--- config.mk ---
export PLATFORM = sky130hd
export DESIGN_NAME = cmul_arb
export DESIGN_NICKNAME = d
export VERILOG_FILES = /design/src/rtl/cmul_pkg.sv /design/src/rtl/cmul_shiftadd.sv /design/src/rtl/cmul_arb.sv
export SDC_FILE = /design/constraint.sdc
export NUM_CORES = 1
export LEC_CHECK = 0
export ABC_AREA = 1
export CAP_MARGIN = 25
export CORE_MARGIN = 2
export CORE_UTILIZATION = 25
export CTS_BUF_LIST = sky130_fd_sc_hd__clkbuf_16
export CTS_CLUSTER_DIAMETER = 120
export DETAILED_ROUTE_END_ITERATION = 10
export HOLD_SLACK_MARGIN = 0.12
export SLEW_MARGIN = 15
export SYNTH_ARGS = -nofsm -noshare
export SYNTH_HDL_FRONTEND = slang
export SYNTH_SLANG_ARGS = --single-unit
export TNS_END_PERCENT = 20
--- constraint.sdc ---
create_clock -name clk -period 5.3 [get_ports clk]
set_input_delay 0.795 -clock clk [delete_from_list [all_inputs] [get_ports clk]]
set_output_delay 0.795 -clock clk [all_outputs]
set_load 0.005 [all_outputs]
--- src/rtl/cmul_pkg.sv ---
// Shared constants and types for the arbitrated shift-add constant multiplier.
// Build option: CMUL_NEG_EN enables per-request negation of the product.
package cmul_pkg;

  localparam int N_REQ = 4;
  localparam int ID_W  = 2;
  localparam int IN_W  = 16;
  localparam int OUT_W = 24;

  localparam int COEF_0 = 83;
  localparam int COEF_1 = 36;
  localparam int COEF_2 = 64;
  localparam int COEF_3 = 89;

  typedef logic [1:0] coef_sel_t;

  localparam coef_sel_t SEL_83 = 2'd0;
  localparam coef_sel_t SEL_36 = 2'd1;
  localparam coef_sel_t SEL_64 = 2'd2;
  localparam coef_sel_t SEL_89 = 2'd3;

endpackage

--- src/rtl/cmul_shiftadd.sv ---
// Two-stage shift-add constant multiplier: stage 1 forms two partial sums,
// stage 2 adds them and, when CMUL_NEG_EN is defined, optionally negates.
module cmul_shiftadd
  import cmul_pkg::*;
(
  input  logic             clk,
  input  logic             rst,
  input  logic             en,
  input  logic [IN_W-1:0]  op,
  input  coef_sel_t        sel,
  input  logic             neg,
  output logic [OUT_W-1:0] product
);

  logic [OUT_W-1:0] x;
  logic [OUT_W-1:0] hi_next, lo_next;
  logic [OUT_W-1:0] hi_reg, lo_reg;
  logic [OUT_W-1:0] sum;
  logic [OUT_W-1:0] product_next;
  logic [OUT_W-1:0] product_reg;

  assign x = {{(OUT_W-IN_W){1'b0}}, op};

  // 83 = 64+16+2+1, 36 = 32+4, 64 = 64, 89 = 64+16+8+1
  always_comb begin
    hi_next = '0;
    lo_next = '0;
    unique case (sel)
      SEL_83: begin
        hi_next = (x << 6) + (x << 4);
        lo_next = (x << 1) + x;
      end
      SEL_36: begin
        hi_next = x << 5;
        lo_next = x << 2;
      end
      SEL_64: begin
        hi_next = x << 6;
        lo_next = '0;
      end
      SEL_89: begin
        hi_next = (x << 6) + (x << 4);
        lo_next = (x << 3) + x;
      end
      default: begin
        hi_next = '0;
        lo_next = '0;
      end
    endcase
  end

  assign sum = hi_reg + lo_reg;

`ifdef CMUL_NEG_EN
  logic neg_reg;

  always_ff @(posedge clk) begin
    if (rst) begin
      neg_reg <= 1'b0;
    end else if (en) begin
      neg_reg <= neg;
    end
  end

  assign product_next = neg_reg ? (~sum + 1'b1) : sum;
`else
  logic unused_neg;
  assign unused_neg   = neg;
  assign product_next = sum;
`endif

  always_ff @(posedge clk) begin
    if (rst) begin
      hi_reg      <= '0;
      lo_reg      <= '0;
      product_reg <= '0;
    end else if (en) begin
      hi_reg      <= hi_next;
      lo_reg      <= lo_next;
      product_reg <= product_next;
    end
  end

  assign product = product_reg;

endmodule

--- src/rtl/cmul_arb.sv ---
// Four-requester round-robin front end sharing one cmul_shiftadd pipeline.
// Build option: CMUL_NEG_EN (req_neg honoured only when defined).
module cmul_arb
  import cmul_pkg::*;
(
  input  logic                   clk,
  input  logic                   rst,
  input  logic [N_REQ-1:0]       req_valid,
  output logic [N_REQ-1:0]       req_ready,
  input  logic [N_REQ*IN_W-1:0]  req_data,
  input  logic [N_REQ*2-1:0]     req_coef,
  input  logic [N_REQ-1:0]       req_neg,
  output logic                   out_valid,
  input  logic                   out_ready,
  output logic [OUT_W-1:0]       out_data,
  output logic [ID_W-1:0]        out_id
);

  logic [ID_W-1:0] ptr_reg;
  logic            s1_valid_reg;
  logic [ID_W-1:0] s1_id_reg;
  logic            out_valid_reg;
  logic [ID_W-1:0] out_id_reg;

  logic            advance;
  logic            grant_any;
  logic [ID_W-1:0] grant_id;
  logic            hs;

  logic [IN_W-1:0] lane_data [N_REQ];
  coef_sel_t       lane_sel  [N_REQ];

  genvar gi;
  generate
    for (gi = 0; gi < N_REQ; gi++) begin : g_lane
      assign lane_data[gi] = req_data[gi*IN_W +: IN_W];
      assign lane_sel[gi]  = req_coef[gi*2 +: 2];
      assign req_ready[gi] = hs && (grant_id == ID_W'(gi));
    end
  endgenerate

  // Both stages move together; a stalled output freezes the whole pipe.
  assign advance = !out_valid_reg || out_ready;

  // Scan from the farthest offset down so the nearest valid requester wins.
  always_comb begin
    logic [ID_W-1:0] idx;
    grant_any = 1'b0;
    grant_id  = ptr_reg;
    idx       = '0;
    for (int k = N_REQ - 1; k >= 0; k--) begin
      idx = ptr_reg + ID_W'(k);
      if (req_valid[idx]) begin
        grant_any = 1'b1;
        grant_id  = idx;
      end
    end
  end

  assign hs = grant_any && advance && !rst;

  always_ff @(posedge clk) begin
    if (rst) begin
      ptr_reg       <= '0;
      s1_valid_reg  <= 1'b0;
      s1_id_reg     <= '0;
      out_valid_reg <= 1'b0;
      out_id_reg    <= '0;
    end else begin
      if (hs) begin
        ptr_reg <= grant_id + 1'b1;
      end
      if (advance) begin
        s1_valid_reg  <= hs;
        s1_id_reg     <= grant_id;
        out_valid_reg <= s1_valid_reg;
        out_id_reg    <= s1_id_reg;
      end
    end
  end

  cmul_shiftadd u_shiftadd (
    .clk     (clk),
    .rst     (rst),
    .en      (advance),
    .op      (lane_data[grant_id]),
    .sel     (lane_sel[grant_id]),
    .neg     (req_neg[grant_id]),
    .product (out_data)
  );

  assign out_valid = out_valid_reg;
  assign out_id    = out_id_reg;

endmodule

* Word level (Yosys, flattened, before mapping) *
Cells that the tools add are included.

operators by class
  add/sub/neg operators = 8
  equality and inequality tests = 6
  reductions and logical operators = 12
  order comparisons = 5
  bitwise logic cells = 1
  muxes and demuxes = 24

operators by type and width
  cell                                                                  count
  24-bit one-hot mux with 4 select lines                                1
  24-bit one-hot mux with 3 select lines                                1
  16-bit binary-select mux with 2-bit select                            1
  16-bit 2-to-1 mux                                                     2
  24-bit adder                                                          1
  22-bit by 20-bit adder with 23-bit output                             1
  19-bit by 16-bit adder with 20-bit output                             1
  17-bit by 16-bit adder with 18-bit output                             1
  2-bit by 3-bit < comparator with 1-bit output, second input constant  4
  2-bit 2-to-1 mux                                                      6
  1-bit binary-select mux with 2-bit select                             4
  2-bit == test, second input constant                                  4
  1-bit 2-to-1 mux                                                      8
  1-bit logical AND                                                     6
  2-bit by 1-bit adder with 2-bit output, second input constant         2
  2-bit adder, second input constant                                    2
  2-bit binary-select mux with 2-bit select                             1
  2-bit by 1-bit == test with 1-bit output, second input constant       2
  2-bit zero test                                                       2
  3-bit >= comparator, second input constant                            1
  2-bit NOT with 3-bit output                                           1
  1-bit zero test                                                       2
  2-bit OR reduction                                                    1
  1-bit logical OR                                                      1

storage, ports and cells
  output and inout bits = 31
  input port bits = 83
  register bits = 80
  logic and storage cells = 64

* Logic depth before layout (Yosys ltp) *
  depth after elaboration = 14
  depth in mapped cells = 33
  mapped depth without buffers = 31

* Cells and area by module *
From an unflattened synthesis, not the netlist that was laid out.

second synthesis, totals
  cells, all modules = 1,331
  area, all modules = 7,616.1 um^2

by module, submodules not included
  module         area an instance (um^2)  times used  cells an instance
  cmul_shiftadd  6,327.3                  1           1,069
  cmul_arb       1,288.7                  1           262

* Worst setup path after synthesis *
OpenSTA, ideal clock, no wires.

  kind = input to register
  start = input port req_valid[1]
  end = register u_shiftadd.lo_reg[15]
  slack = 1.853 ns
  data required time = 5.191 ns
  data arrival time = 3.338 ns
  library setup time = 0.109 ns
  cell stages on the path = 28
  path buffers = 2
  cell sequence = inv_1 > o21ai_1 > nand2_1 > nand2_2 > inv_2 > nand2_2 > nand2_1 > nand2_2 > nand2_4 > buf_6 > buf_4 > nand2_1 > nand3_1 > nand2_1 > inv_1 > ha_1 > nand2_1 > inv_1 > nand3_1 > inv_1 > a21oi_1 > nand3_1 > nand3_1 > nand2_1 > nand2_1 > nand3_1 > nand2_1 > inv_1

between the ends
  longest elaborated chain between the ends = 12
  elaborated cells on any way between the ends = 26
  those cells by class = 2 x add/sub; 3 x eq/ne; 19 x mux; 1 x bitwise; 1 x reduce/logical

ends and longest elaborated chain
  item                                                                                                     RTL line                        source
  start, declared                                                                                          cmul_arb.sv:8                   input logic [N_REQ-1:0] req_valid,
  1-bit binary-select mux with 2-bit select                                                                cmul_arb.sv:53                  if (req_valid[idx]) begin
  1-bit 2-to-1 mux (implied by the code)                                                                   cmul_arb.sv:53
  2-bit 2-to-1 mux (3 in series)                                                                           cmul_arb.sv:53
  2-bit 2-to-1 mux (*)                                                                                     cmul_arb.sv:53
  named net grant_id[0]                                                                                    cmul_arb.sv:27                  logic [ID_W-1:0] grant_id;
  2-bit NOT with 3-bit output (implied by the code) (*)                                                    cmul_arb.sv:86, cmul_arb.sv:87
  16-bit binary-select mux with 2-bit select or 2-bit binary-select mux with 2-bit select (tied branches)  cmul_arb.sv:86, cmul_arb.sv:87
  16-bit 2-to-1 mux (implied by the code) or 2-bit 2-to-1 mux (tied branches) (2 in series)                cmul_arb.sv:86, cmul_arb.sv:87
  19-bit by 16-bit adder with 20-bit output, or another cell as far along                                  cmul_shiftadd.sv:43             lo_next = (x << 3) + x;
  24-bit one-hot mux with 4 select lines (*)                                                               cmul_shiftadd.sv:28             unique case (sel)
  end signal, assigned                                                                                     cmul_shiftadd.sv:79             lo_reg <= lo_next;
  end, declared                                                                                            cmul_shiftadd.sv:17             logic [OUT_W-1:0] hi_reg, lo_reg;

The timed path passes the listed nets; every way through them passes the cells marked *. The select of a mux whose other input is x is not followed.
A chain may end at the register's enable or synchronous reset.

* Final worst setup path *
  start = input port req_valid[3]
  end = register u_shiftadd.lo_reg[17]

between the ends
  longest elaborated chain between the ends = 12
  elaborated cells on any way between the ends = 26
  those cells by class = 2 x add/sub; 3 x eq/ne; 19 x mux; 1 x bitwise; 1 x reduce/logical

ends and longest elaborated chain
  item                                                                                                     RTL line
  1-bit binary-select mux with 2-bit select                                                                cmul_arb.sv:53
  1-bit 2-to-1 mux (implied by the code)                                                                   cmul_arb.sv:53
  2-bit 2-to-1 mux (3 in series)                                                                           cmul_arb.sv:53
  2-bit 2-to-1 mux (*)                                                                                     cmul_arb.sv:53
  2-bit NOT with 3-bit output (implied by the code) (*)                                                    cmul_arb.sv:86, cmul_arb.sv:87
  16-bit binary-select mux with 2-bit select or 2-bit binary-select mux with 2-bit select (tied branches)  cmul_arb.sv:86, cmul_arb.sv:87
  16-bit 2-to-1 mux (implied by the code) or 2-bit 2-to-1 mux (tied branches) (2 in series)                cmul_arb.sv:86, cmul_arb.sv:87
  19-bit by 16-bit adder with 20-bit output, or another cell as far along                                  cmul_shiftadd.sv:43
  24-bit one-hot mux with 4 select lines (*)                                                               cmul_shiftadd.sv:28

Mark *: on every way between the ends. The rest lies on a longest branch, timed or not. The select of a mux whose other input is x is not followed.

==> impl_metrics.ini <==
[synthesis]
synth.top_cell.area_share_pct = 21.1
async_reset_ff_share_pct = 0
synth-edff-count = 0
synth_warnings = 0
post_synth_main_area_contributors = nand2_1 21%, dfxtp_1 19%, nand3_1 9.0%
netlist_top_cells_count = 427 x nand2_1, 138 x inv_1, 137 x nand3_1
synth.distinct_cells = 51
ys_seq_area_share_pct = 18.7
synth-seq-cells = 71
syn_nets = 1432
synth_flop_cell = dfxtp_1
synth_most_common_cell = nand2_1
syn_inst = 1299
avgSynthCellArea_um2 = 5.86
syn-cell-area_um2 = 7610
yosys.area.top_type = nand2_1

[run]
cap_violations = 0

[timing]
period_share_pct = 82.4
slew_headroom_pct = 56.3
worst_hold_slack_ns = 0.455
setup-violations-final = 0
clock_skew_ns = 0.00812
maxSlewViolCount = 0
hold_violations = 0
setup_tns_ns = 0
worstMarginPinSlew_ns = 0.651
max_freq_ghz = 0.229
grt_setup_unrepaired = false
min_period_ns = 4.37

[layout]
largest_reg_flops = 24
final_nets = 1528
seq_area_um2 = 1420
layout.cells.non_filler = 1790
multi_input_area_um2 = 5360
antennaDiodeCount = 0
fin_util_pct = 31.6
nFillCells = 3338
area_delta_synth_final_pct = 23.7
drive_gt1_share_pct = 9.07

[detailed_routing]
drt_iter0_drc = 637
dr.pass1.iters = 5
post_drt_wl_per_cell_um = 14.6
num_vias = 8726
viasPerCell = 4.87
drtAntennaViolNets = 0
wirelength_um = 26100
route.detailed.drc = 0

[floorplanning]
die_h_um = 178
ios = 114
die_x_um = 178
core_um2 = 29800
design.die.area_um2 = 31800
num_rows = 63
start_util_pct = 25.5

[worst_setup_path]
cp_slowest_stage_delay_ns = 0.48
cpMostUsedCell = nand2_1
cp_max_fo = 27
critPathSlowestCell = clkdlybuf4s50_1
cp_data_arrival_time_ns = 4.65
criticalPathCategory = in2reg
critPathCaptureType = register
crit_required_ns = 5.58
critPathLaunchType = input pin

[clock_network]
cts_tree = yes
cts_root_buf = clkbuf_16
cts_buffers = 9
clk_latency_ns = 0.34
clk_pin_slew_worst_paths_ns = 0.06
postCtsSetupBuffers = 0
numClockSinks = 71
cts-resized-gates = 0
cts_hold_buf = 0
clock_path_buffers = 2
htree_num_levels = 3

[placement]
io_buffer_count = 109
dp_cells = 1773
place.gp.congestion = 0.942
dpl.hpwl_um = 20700

[global_routing]
use_met3_pct = 2.26
grt_max_degree = 51
grt_pass1_vias = 8452
globalRoute.totalOverflow = 0
met2_usage_pct = 29.2
grt_first_pass_wirelength_um = 42400
grt_use_met1_pct = 20.5
grt-busiest-layer = met2
grtUsageTotal_pct = 16.7
antenna_found_initial = 0

[outcome]
outcome = finished clean

[worst_hold_path]
hp-class = reg2reg
layout by cell type, fill, tap and decap left out, drive strengths merged, types with 5 or more instances in the layout:
cell type | netlist | layout
a21oi | 80 | 80
a221oi | 8 | 8
a31oi | 5 | 5
buf | 20 | 18
clkbuf | 22 | 9
clkdlybuf4s50 | 0 | 109
dfxtp | 71 | 71
ha | 49 | 49
inv | 157 | 159
nand2 | 466 | 466
nand3 | 147 | 147
nand3b | 14 | 14
nand4 | 12 | 12
nor2 | 79 | 79
nor3 | 8 | 8
o21ai | 102 | 102
o21bai | 8 | 8
o22ai | 6 | 6
xnor2 | 7 | 7
xor2 | 10 | 10
cell families (layout without fill, tap and decap cells):
| logic type | after synthesis | after routing | share of synthesized area, % |
|---|---|---|---|
| compound gates | 230 | 230 | 17.5 |
| flops | 71 | 71 | 18.7 |
| fa+ha+maj | 50 | 50 | 8.32 |
| xor+xnor | 17 | 17 | 1.96 |
| buf+inv | 201 | 302 | 10.9 |
| simple gates | 730 | 730 | 42.7 |
through the flow:
| stage | cell area (µm²) | setup WS [ns] |
|---|---|---|
| 4_1_cts | 9380 | 0.989 |
| 5_1_grt | 9410 | 0.479 |
| 2_1_floorplan | 7610 | 1.85 |
| 3_3_place_gp | 9100 | 0.612 |
| 6_report | 9410 | 0.931 |
| 3_5_place_dp | 9100 | 0.642 |
worst paths after layout:
| check | slack [ns] | to | start | cells past startpoint |
|---|---|---|---|---|
| hold reg to reg | 0.45 | u_shiftadd.lo_reg[9] | u_shiftadd.lo_reg[9] | 2 |
| setup reg to reg | 1.27 | u_shiftadd.lo_reg[17] | ptr_reg[0] | 26 |
| setup / recovery | 0.93 | u_shiftadd.lo_reg[17] | req_valid[3] | 27 |
| hold / removal | 0.45 | u_shiftadd.lo_reg[9] | u_shiftadd.lo_reg[9] | 2 |
area by class of cell:
| cell class | instances | area share (%) |
|---|---|---|
| clock buffer | 9 | 2.39 |
| inverter | 159 | 6.37 |
| tap | 390 | 5.19 |
| clock inverter | 7 | 0.612 |
| multi-input combinational | 1027 | 57.0 |
| timing repair buffer | 127 | 13.4 |
| sequential | 71 | 15.1 |
worst max-delay path: cells and delay by family:
| family | cells | cell delay (ns) |
|---|---|---|
| AOI/OAI and AO/OA | 2 | 0.47 |
| adders and majority gates | 1 | 0.44 |
| buffers and inverters | 5 | 0.97 |
| and+or+nand+nor | 19 | 1.96 |
per-layer routing:
layer	vias up	part of all wire, %
met4	0	3.6
li1	4444	-
met5	-	0
met3	56	6.4
met2	259	47
met1	3967	43
Power is left out: the tool's default activity adds up to more than one toggle a clock period on the data nets, which glitch-free logic cannot reach.
